[config.mk]
export PLATFORM = sky130hd
export DESIGN_NAME = ins_fetcher
export DESIGN_NICKNAME = d
export VERILOG_FILES = /design/src/rtl/ins_fetcher_pkg.sv /design/src/rtl/ins_fetcher_next_pc.sv /design/src/rtl/ins_fetcher.sv
export SDC_FILE = /design/constraint.sdc
export NUM_CORES = 1
export LEC_CHECK = 0
export ABC_AREA = 1
export CORE_UTILIZATION = 52
export DETAILED_ROUTE_END_ITERATION = 7
export PLACE_DENSITY = 0.86
export SYNTH_ARGS = -nofsm -noshare
export SYNTH_HDL_FRONTEND = slang
export SYNTH_HIERARCHICAL = 1
export SYNTH_SLANG_ARGS = --single-unit
export TNS_END_PERCENT = 10
[constraint.sdc]
create_clock -name clk_in -period 2.7 [get_ports clk_in]
set_input_delay 0.54 -clock clk_in [delete_from_list [all_inputs] [get_ports clk_in]]
set_output_delay 0.54 -clock clk_in [all_outputs]
set_load 0.05 [all_outputs]
[src/rtl/ins_fetcher_pkg.sv]
// Shared constants for the instruction fetcher.
// Contents:
//   JAL           RV32 opcode, the only one the fetcher inspects (for JAL prediction)
//   fetch_state_e 2-bit fetch FSM encoding
package ins_fetcher_pkg;

  localparam logic [6:0] JAL = 7'b1101111;

  typedef enum logic [1:0] {
    StFetch = 2'd0,  // issue a request for fetch_pc
    StWait  = 2'd1,  // request outstanding
    StHold  = 2'd2,  // instruction presented to the decoder
    StDrop  = 2'd3   // request outstanding, but its response will be discarded
  } fetch_state_e;

endpackage

[src/rtl/ins_fetcher_next_pc.sv]
// Combinational next fetch address.
// Optional feature: `define PREDICT_JAL_EN to follow JAL targets at fetch time.
// Ports:
//   addr    in  32  address the instruction word was fetched from
//   data    in  32  the fetched instruction word
//   next_pc out 32  address of the next instruction to fetch
module ins_fetcher_next_pc
  import ins_fetcher_pkg::*;
#(
  parameter int unsigned INS_BYTES = 4
) (
  input  logic [31:0] addr,
  input  logic [31:0] data,
  output logic [31:0] next_pc
);

`ifdef PREDICT_JAL_EN
  logic [31:0] jal_off;

  // J-type immediate: imm[20|10:1|11|19:12] in data[31:12], bit 0 implied zero.
  assign jal_off = {{11{data[31]}}, data[31], data[19:12], data[20], data[30:21], 1'b0};

  always_comb begin
    next_pc = addr + 32'(INS_BYTES);
    if (data[6:0] == JAL) begin
      next_pc = addr + jal_off;
    end
  end
`else
  logic unused_data;

  // Without prediction the decoder redirects JAL via dec_clear.
  assign unused_data = ^data;
  assign next_pc     = addr + 32'(INS_BYTES);
`endif

endmodule

[src/rtl/ins_fetcher.sv]
// Instruction fetcher: owns the fetch PC, issues one 32-bit read at a time to the memory
// controller and presents {ins, pc, ins_ready} to the decoder. Honours decoder stall and
// clear/redirect. Optional feature: `define PREDICT_JAL_EN (see ins_fetcher_next_pc).
// Ports:
//   clk_in, rst_in (sync, active-high), rdy_in (low freezes all state)
//   mem_req_valid/mem_req_addr   read request, held until mem_resp_valid
//   mem_resp_valid/mem_resp_data one-cycle response for mem_req_addr
//   dec_stall, dec_clear, dec_new_addr  decoder back-pressure and redirect
//   ins_ready/ins/pc             presented instruction
module ins_fetcher
  import ins_fetcher_pkg::*;
#(
  parameter logic [31:0] RESET_PC  = 32'h0000_0000,
  parameter int unsigned INS_BYTES = 4
) (
  input  logic        clk_in,
  input  logic        rst_in,
  input  logic        rdy_in,
  output logic        mem_req_valid,
  output logic [31:0] mem_req_addr,
  input  logic        mem_resp_valid,
  input  logic [31:0] mem_resp_data,
  input  logic        dec_stall,
  input  logic        dec_clear,
  input  logic [31:0] dec_new_addr,
  output logic        ins_ready,
  output logic [31:0] ins,
  output logic [31:0] pc
);

  fetch_state_e state_q, state_d;
  logic [31:0]  fetch_pc_q, fetch_pc_d;
  logic         req_valid_q, req_valid_d;
  logic [31:0]  req_addr_q, req_addr_d;
  logic         ins_ready_q, ins_ready_d;
  logic [31:0]  ins_q, ins_d;
  logic [31:0]  pc_q, pc_d;
  logic [31:0]  next_pc;

  ins_fetcher_next_pc #(
    .INS_BYTES(INS_BYTES)
  ) u_next_pc (
    .addr   (req_addr_q),
    .data   (mem_resp_data),
    .next_pc(next_pc)
  );

  always_comb begin
    state_d     = state_q;
    fetch_pc_d  = fetch_pc_q;
    req_valid_d = req_valid_q;
    req_addr_d  = req_addr_q;
    ins_ready_d = ins_ready_q;
    ins_d       = ins_q;
    pc_d        = pc_q;

    if (dec_clear) begin
      fetch_pc_d  = dec_new_addr;
      ins_ready_d = 1'b0;
      unique case (state_q)
        StWait: begin
          if (mem_resp_valid) begin
            req_valid_d = 1'b0;
            state_d     = StFetch;
          end else begin
            state_d = StDrop;
          end
        end
        StDrop: begin
          // A response landing with the clear still retires the orphan, else we would wait forever.
          if (mem_resp_valid) begin
            req_valid_d = 1'b0;
            state_d     = StFetch;
          end
        end
        default: state_d = StFetch;
      endcase
    end else begin
      unique case (state_q)
        StFetch: begin
          req_valid_d = 1'b1;
          req_addr_d  = fetch_pc_q;
          state_d     = StWait;
        end
        StWait: begin
          if (mem_resp_valid) begin
            req_valid_d = 1'b0;
            ins_d       = mem_resp_data;
            pc_d        = req_addr_q;
            ins_ready_d = 1'b1;
            fetch_pc_d  = next_pc;
            state_d     = StHold;
          end
        end
        StHold: begin
          if (ins_ready_q && !dec_stall) begin
            ins_ready_d = 1'b0;
            state_d     = StFetch;
          end
        end
        StDrop: begin
          if (mem_resp_valid) begin
            req_valid_d = 1'b0;
            state_d     = StFetch;
          end
        end
        default: state_d = StFetch;
      endcase
    end
  end

  always_ff @(posedge clk_in) begin
    if (rst_in) begin
      state_q     <= StFetch;
      fetch_pc_q  <= RESET_PC;
      req_valid_q <= 1'b0;
      req_addr_q  <= '0;
      ins_ready_q <= 1'b0;
      ins_q       <= '0;
      pc_q        <= '0;
    end else if (rdy_in) begin
      state_q     <= state_d;
      fetch_pc_q  <= fetch_pc_d;
      req_valid_q <= req_valid_d;
      req_addr_q  <= req_addr_d;
      ins_ready_q <= ins_ready_d;
      ins_q       <= ins_d;
      pc_q        <= pc_d;
    end
  end

  assign mem_req_valid = req_valid_q;
  assign mem_req_addr  = req_addr_q;
  assign ins_ready     = ins_ready_q;
  assign ins           = ins_q;
  assign pc            = pc_q;

endmodule

# [Yosys cells after proc, flatten, opt, wreduce, memory -nomap -nowiden]
# Index checks and enable logic that the tools add are counted.
[op_classes] add_sub_neg=1 eq_ne=6 n_mux=18 n_bitwise=1 n_reduce_logical=14
[ops] op="two-way mux 32 bit" count=3
[ops] op="adder 32 x 3 -> 32 bit (second input constant)" count=1
[ops] op="AND reduction 3 bit" count=4
[ops] op="two-way mux 2 bit" count=5
[ops] op="one-hot mux 2 bit (4 select lines)" count=1
[ops] op="AND reduction 4 bit" count=2
[ops] op="two-way mux 1 bit" count=6
[ops] op="!= test 3 bit (second input constant)" count=2
[ops] op="nonzero test 2 bit" count=3
[ops] op="equality test 2 bit (second input constant)" count=2
[ops] op="one-hot mux 1 bit (2 select lines)" count=2
[ops] op="one-hot mux 2 bit (2 select lines)" count=1
[ops] op="nonzero test 3 bit" count=1
[ops] op="equality test 2 x 1 -> 1 bit (second input constant)" count=1
[ops] op="zero test 2 bit" count=1
[ops] op="!= test 2 bit (second input constant)" count=1
[ops] op="OR reduction 2 bit" count=1
[ops] op="logical AND 1 bit" count=1
[ops] op="zero test 1 bit" count=1
[ops] op="inverter 1 bit" count=1
[word_totals] reg_bits=132 inputBits=70 elab_cells=47

# [Logic depth before layout (Yosys ltp)]
[logic_depth] depth_word=5 ltp_mapped=12

# [Cells and area by module]
# The synthesis kept the hierarchy.
[modules_own_cells] module="ins_fetcher" n_inst=1 cells_each=689 area_each_um2=5061.1 seq_area_each_um2=2642.5
[modules_own_cells] module="ins_fetcher_next_pc" n_inst=1 cells_each=177 area_each_um2=909.6 seq_area_each_um2=0.0

# [Worst setup path after synthesis]
# Ideal clock, no wire load.
[synth_path] kind="register to register" from="register req_addr_q[3], in the netlist mem_req_addr[3]" to="register fetch_pc_q[22]" arrival_ns=1.793 path_slack_ns=0.794 stages_incl_launch_ff=13 synth_period_minus_slack_ns=1.906 cell_sequence="dfxtp_1 ha_1 nand2_1 nor2_2 nand2_4 nor2_4 nand2_1 nand2_1 nand2_1 nand2_1 nand3_1 nand2_1 nor2_1"
[synth_between] elab_chain_cells=4
[synth_rtl] element="start: declaration" line="ins_fetcher.sv:34" text="logic [31:0] req_addr_q, req_addr_d;"
[synth_rtl] element="start signal: assignment" line="ins_fetcher.sv:125" text="req_addr_q <= req_addr_d;"
[synth_rtl] element="adder 32 x 3 -> 32 bit" line="ins_fetcher_next_pc.sv:34" text="assign next_pc = addr + 32'(INS_BYTES);"
[synth_rtl] element="net next_pc[22]" line="ins_fetcher.sv:38" text="logic [31:0] next_pc;"
[synth_rtl] element="two-way mux 32 bit" line="ins_fetcher.sv:86" text="if (mem_resp_valid) begin"
[synth_rtl] element="two-way mux 32 bit" line="ins_fetcher.sv:79" text="unique case (state_q)"
[synth_rtl] element="two-way mux 32 bit" line="ins_fetcher.sv:57" text="if (dec_clear) begin"
[synth_rtl] element="end signal: assignment" line="ins_fetcher.sv:123" text="fetch_pc_q <= fetch_pc_d;"
[synth_rtl] element="end: declaration" line="ins_fetcher.sv:32" text="logic [31:0] fetch_pc_q, fetch_pc_d;"
# The timed path passes the listed nets, and every way through them passes these cells. The select of a mux whose other input is x is not followed.
# A chain may end at the register's enable or synchronous reset.

# [Final worst setup path]
[layout_path] from="register req_addr_q[27], in the netlist mem_req_addr[27]" to="output mem_req_addr[27]"
[layout_lines] element="end: declaration" line="ins_fetcher.sv:20" text="output logic [31:0] mem_req_addr,"
# No word-level cell between the ends.

==> results.md <==
- Reg-to-reg startpoint: mem_req_addr[3]
- Hold Startpoint: fetch_pc_q[0]
- Run status: complete, no violations
- Most frequent cells in the layout: 211 x nor2_1, 192 x nand2_1, 167 x clkdlybuf4s50_1, 132 x dfxtp_1, 69 x o21ai_0
- Clock transition at the registers of the reported paths: 60 ps
- Final ANT Viol Nets: 0
- Root Driver: clkbuf_16
- Setup ws final: 380 ps
- Post-synth top area cell: dfxtp_1
- Setup CP Type: reg -> out
- Tightest Pin Transition: 715 ps
- Post-synthesis cell area: 5970 um^2
- Hold Crit Class: reg -> reg
- Vias: approximately 6k
- IR Drop Worst-Case VDD: approximately 0.48 mV
- DRC: 0
- Final instance area: 8250 um^2
- First-pass GRT wire length: about 25000 um
- Final wirelength: 15500 um
- Total track usage: 26.9%
- CP top delay family: buffers and inverters
- Max incr delay on CP: 860 ps
- DP HPWL: 10400 um
- Synth top area share: 44.3%
- Area growth syn-to-layout: 38.2%
- Initial Util: 54.1%
- Initial antenna violation count: 0
- Crit path DAT: ~1800 ps
- EDFF count, synth: 0
- Vias in the first global route: 5371
- Die Wd: 109 um
- Lkg Pwr: approximately 3.4 nW
- CP startpoint: mem_req_addr[27]
- Clk sinks: 132
- Vias/cell: 5.09
- DIE AREA: 11900 um^2
- Count of input and output buffers: 167
- Reg2reg setup slack: 840 ps
- Max-Cap Viols: 0
- Share of cells above drive strength 1: 6.34%
- Power per cell area: 645 nW/um^2
- Setup violators final: 0
- DR pass1 iterations: 5
- Synth Instances: 866
- Slew Viols, Final: 0
- Post-CTS resize count: 0
- Die H: roughly 110 um
- CORE AREA: about 11000 um^2
- Hold-fix buffers, CTS: 0
- Fmax: 431 MHz
- Largest net degree at the start of global routing: 83
- RSZ-0062 raised after global routing: no
- Commonest non-fill, non-tap cell in the layout: nor2_1
- H-tree Lvls: 4
- Setup Buffers After CTS: 0
- Setup crit end kind: output pin
- Maximum clock insertion buffer count: 2
- Final #Nets: 1085
- Crit-path slowest cell: clkdlybuf4s50_1
- Critical path, cell by cell: clkdlybuf4s50_1
- CP Max Fanout: 8
- Worst Hold End: fetch_pc_q[0]
- Minimum clock period: 2320 ps
- Starting DRC count in detailed routing: around 440
- Cts bufs inserted: 17
- Clk_lat worst skew: approximately 420 ps
- Distinct cells, synth: 29
- Reg2reg path depth: 12
- Synthesized area per cell: 6.89 um^2
- Routability cong.: 0.909
- Flops & latches, synth: 132
- Place WS: 311 ps
- Hold path cells: 2
- Std-Cell Rows: 38
- I/O pin total: 168
- Reg2reg end: fetch_pc_q[24]
- Worst Path Buf+Inv: 1
- Post-DR wirelength/cell: 13.3 um
- CP Launch Type: flip-flop
- Ranking of synthesized cells by area: dfxtp_1 44%, nor2_1 13%, nand2_1 12%
- Synth Flop Type: dfxtp_1
- Final period utilization: 85.9%
- Relative slew slack: 52.3%
- GR Overflow Total: 0
- Hold Vio Cnt, Final: 0
- CP required: between 2000 and 2500 ps
- Syn Nets: roughly 940
- Total negative setup slack: 0 ps
- Ant. Diodes: 0
- Sequential share of the synthesized area: 44.3%
- CTS tree: built
- Clock skew: 8.92 ps
- Placed Area: 7640 um^2
- Asr flop ratio synth: 0%
- Synth Warn #: 6
Yosys cell counts (7+ instances only):
cell	n
nor2_1	211
xor2_1	9
nor2_4	7
buf_2	20
nand2_1	192
nand3_1	42
a21oi_1	44
dfxtp_1	132
o21ai_1	30
o21ai_0	69
clkbuf_1	16
inv_1	45
nand3b_1	7
logic make-up after synthesis:
logic type | after synthesis | synth area share (%)
buf+inv | 98 | 7.44
simple gates | 477 | 33.8
xor+xnor | 15 | 2.33
fa+ha+maj | 1 | 0.210
flops | 132 | 44.3
compound gates | 143 | 12.0
registers in the layout, summed over array words and instances, names as in the netlist:
name	flops
fetch_pc_q	32
ins	32
mem_req_addr	32
pc	32
state_q	2
ins_ready	1
mem_req_valid	1
area by class of cell:
cell class / count / area, um^2
Inverter: 49 / 188
Fill cell: 863 / 2780
Sequential cell: 132 / 2640
Tap cell: 140 / 175
Timing Repair Buffer: 178 / 1750
Multi-Input combinational cell: 636 / 2880
Clock buffer: 22 / 454
Clock inverter: 9 / 154
metrics by stage:
stage	cells	hold slack, ps	utilization, %	power [mW]
CTS	1166	478	74.8	5.35
finish	1166	474	74.8	5.32
global placement	1135	455	69.3	2.96
floorplan	866	450	-	2.68
global route	1166	498	74.8	5.53
detailed placement	1135	466	69.3	2.97
where the power goes:
part	total, mW	switching (mW)	leakage (nW)	internal, mW
Combinational	0.787	0.481	2.08	0.306
Sequential	2.15	0.0969	1.08	2.05
Clock	2.38	0.822	0.290	1.56
worst max-delay path by stage:
stage                       endpoint  depth (start not counted)
floorplan             fetch_pc_q[22]                         12
global placement              pc[23]                          7
detailed placement            ins[6]                          7
CTS                 mem_req_addr[27]                          1
global route        mem_req_addr[27]                          1
finish              mem_req_addr[27]                          1
metal layers:
layer  vias up  global-route usage [%]  routed length [um]  share of wire, %
li1       3035                       -                   -                 -
met1      2658                    32.6                6680                43
met2       210                    44.6                7470                48
met3        27                    8.13                1070               6.9
met4         0                    10.0                 311               2.0
met5         -                       0                   0                 0
(Power assumes the default switching activity.)
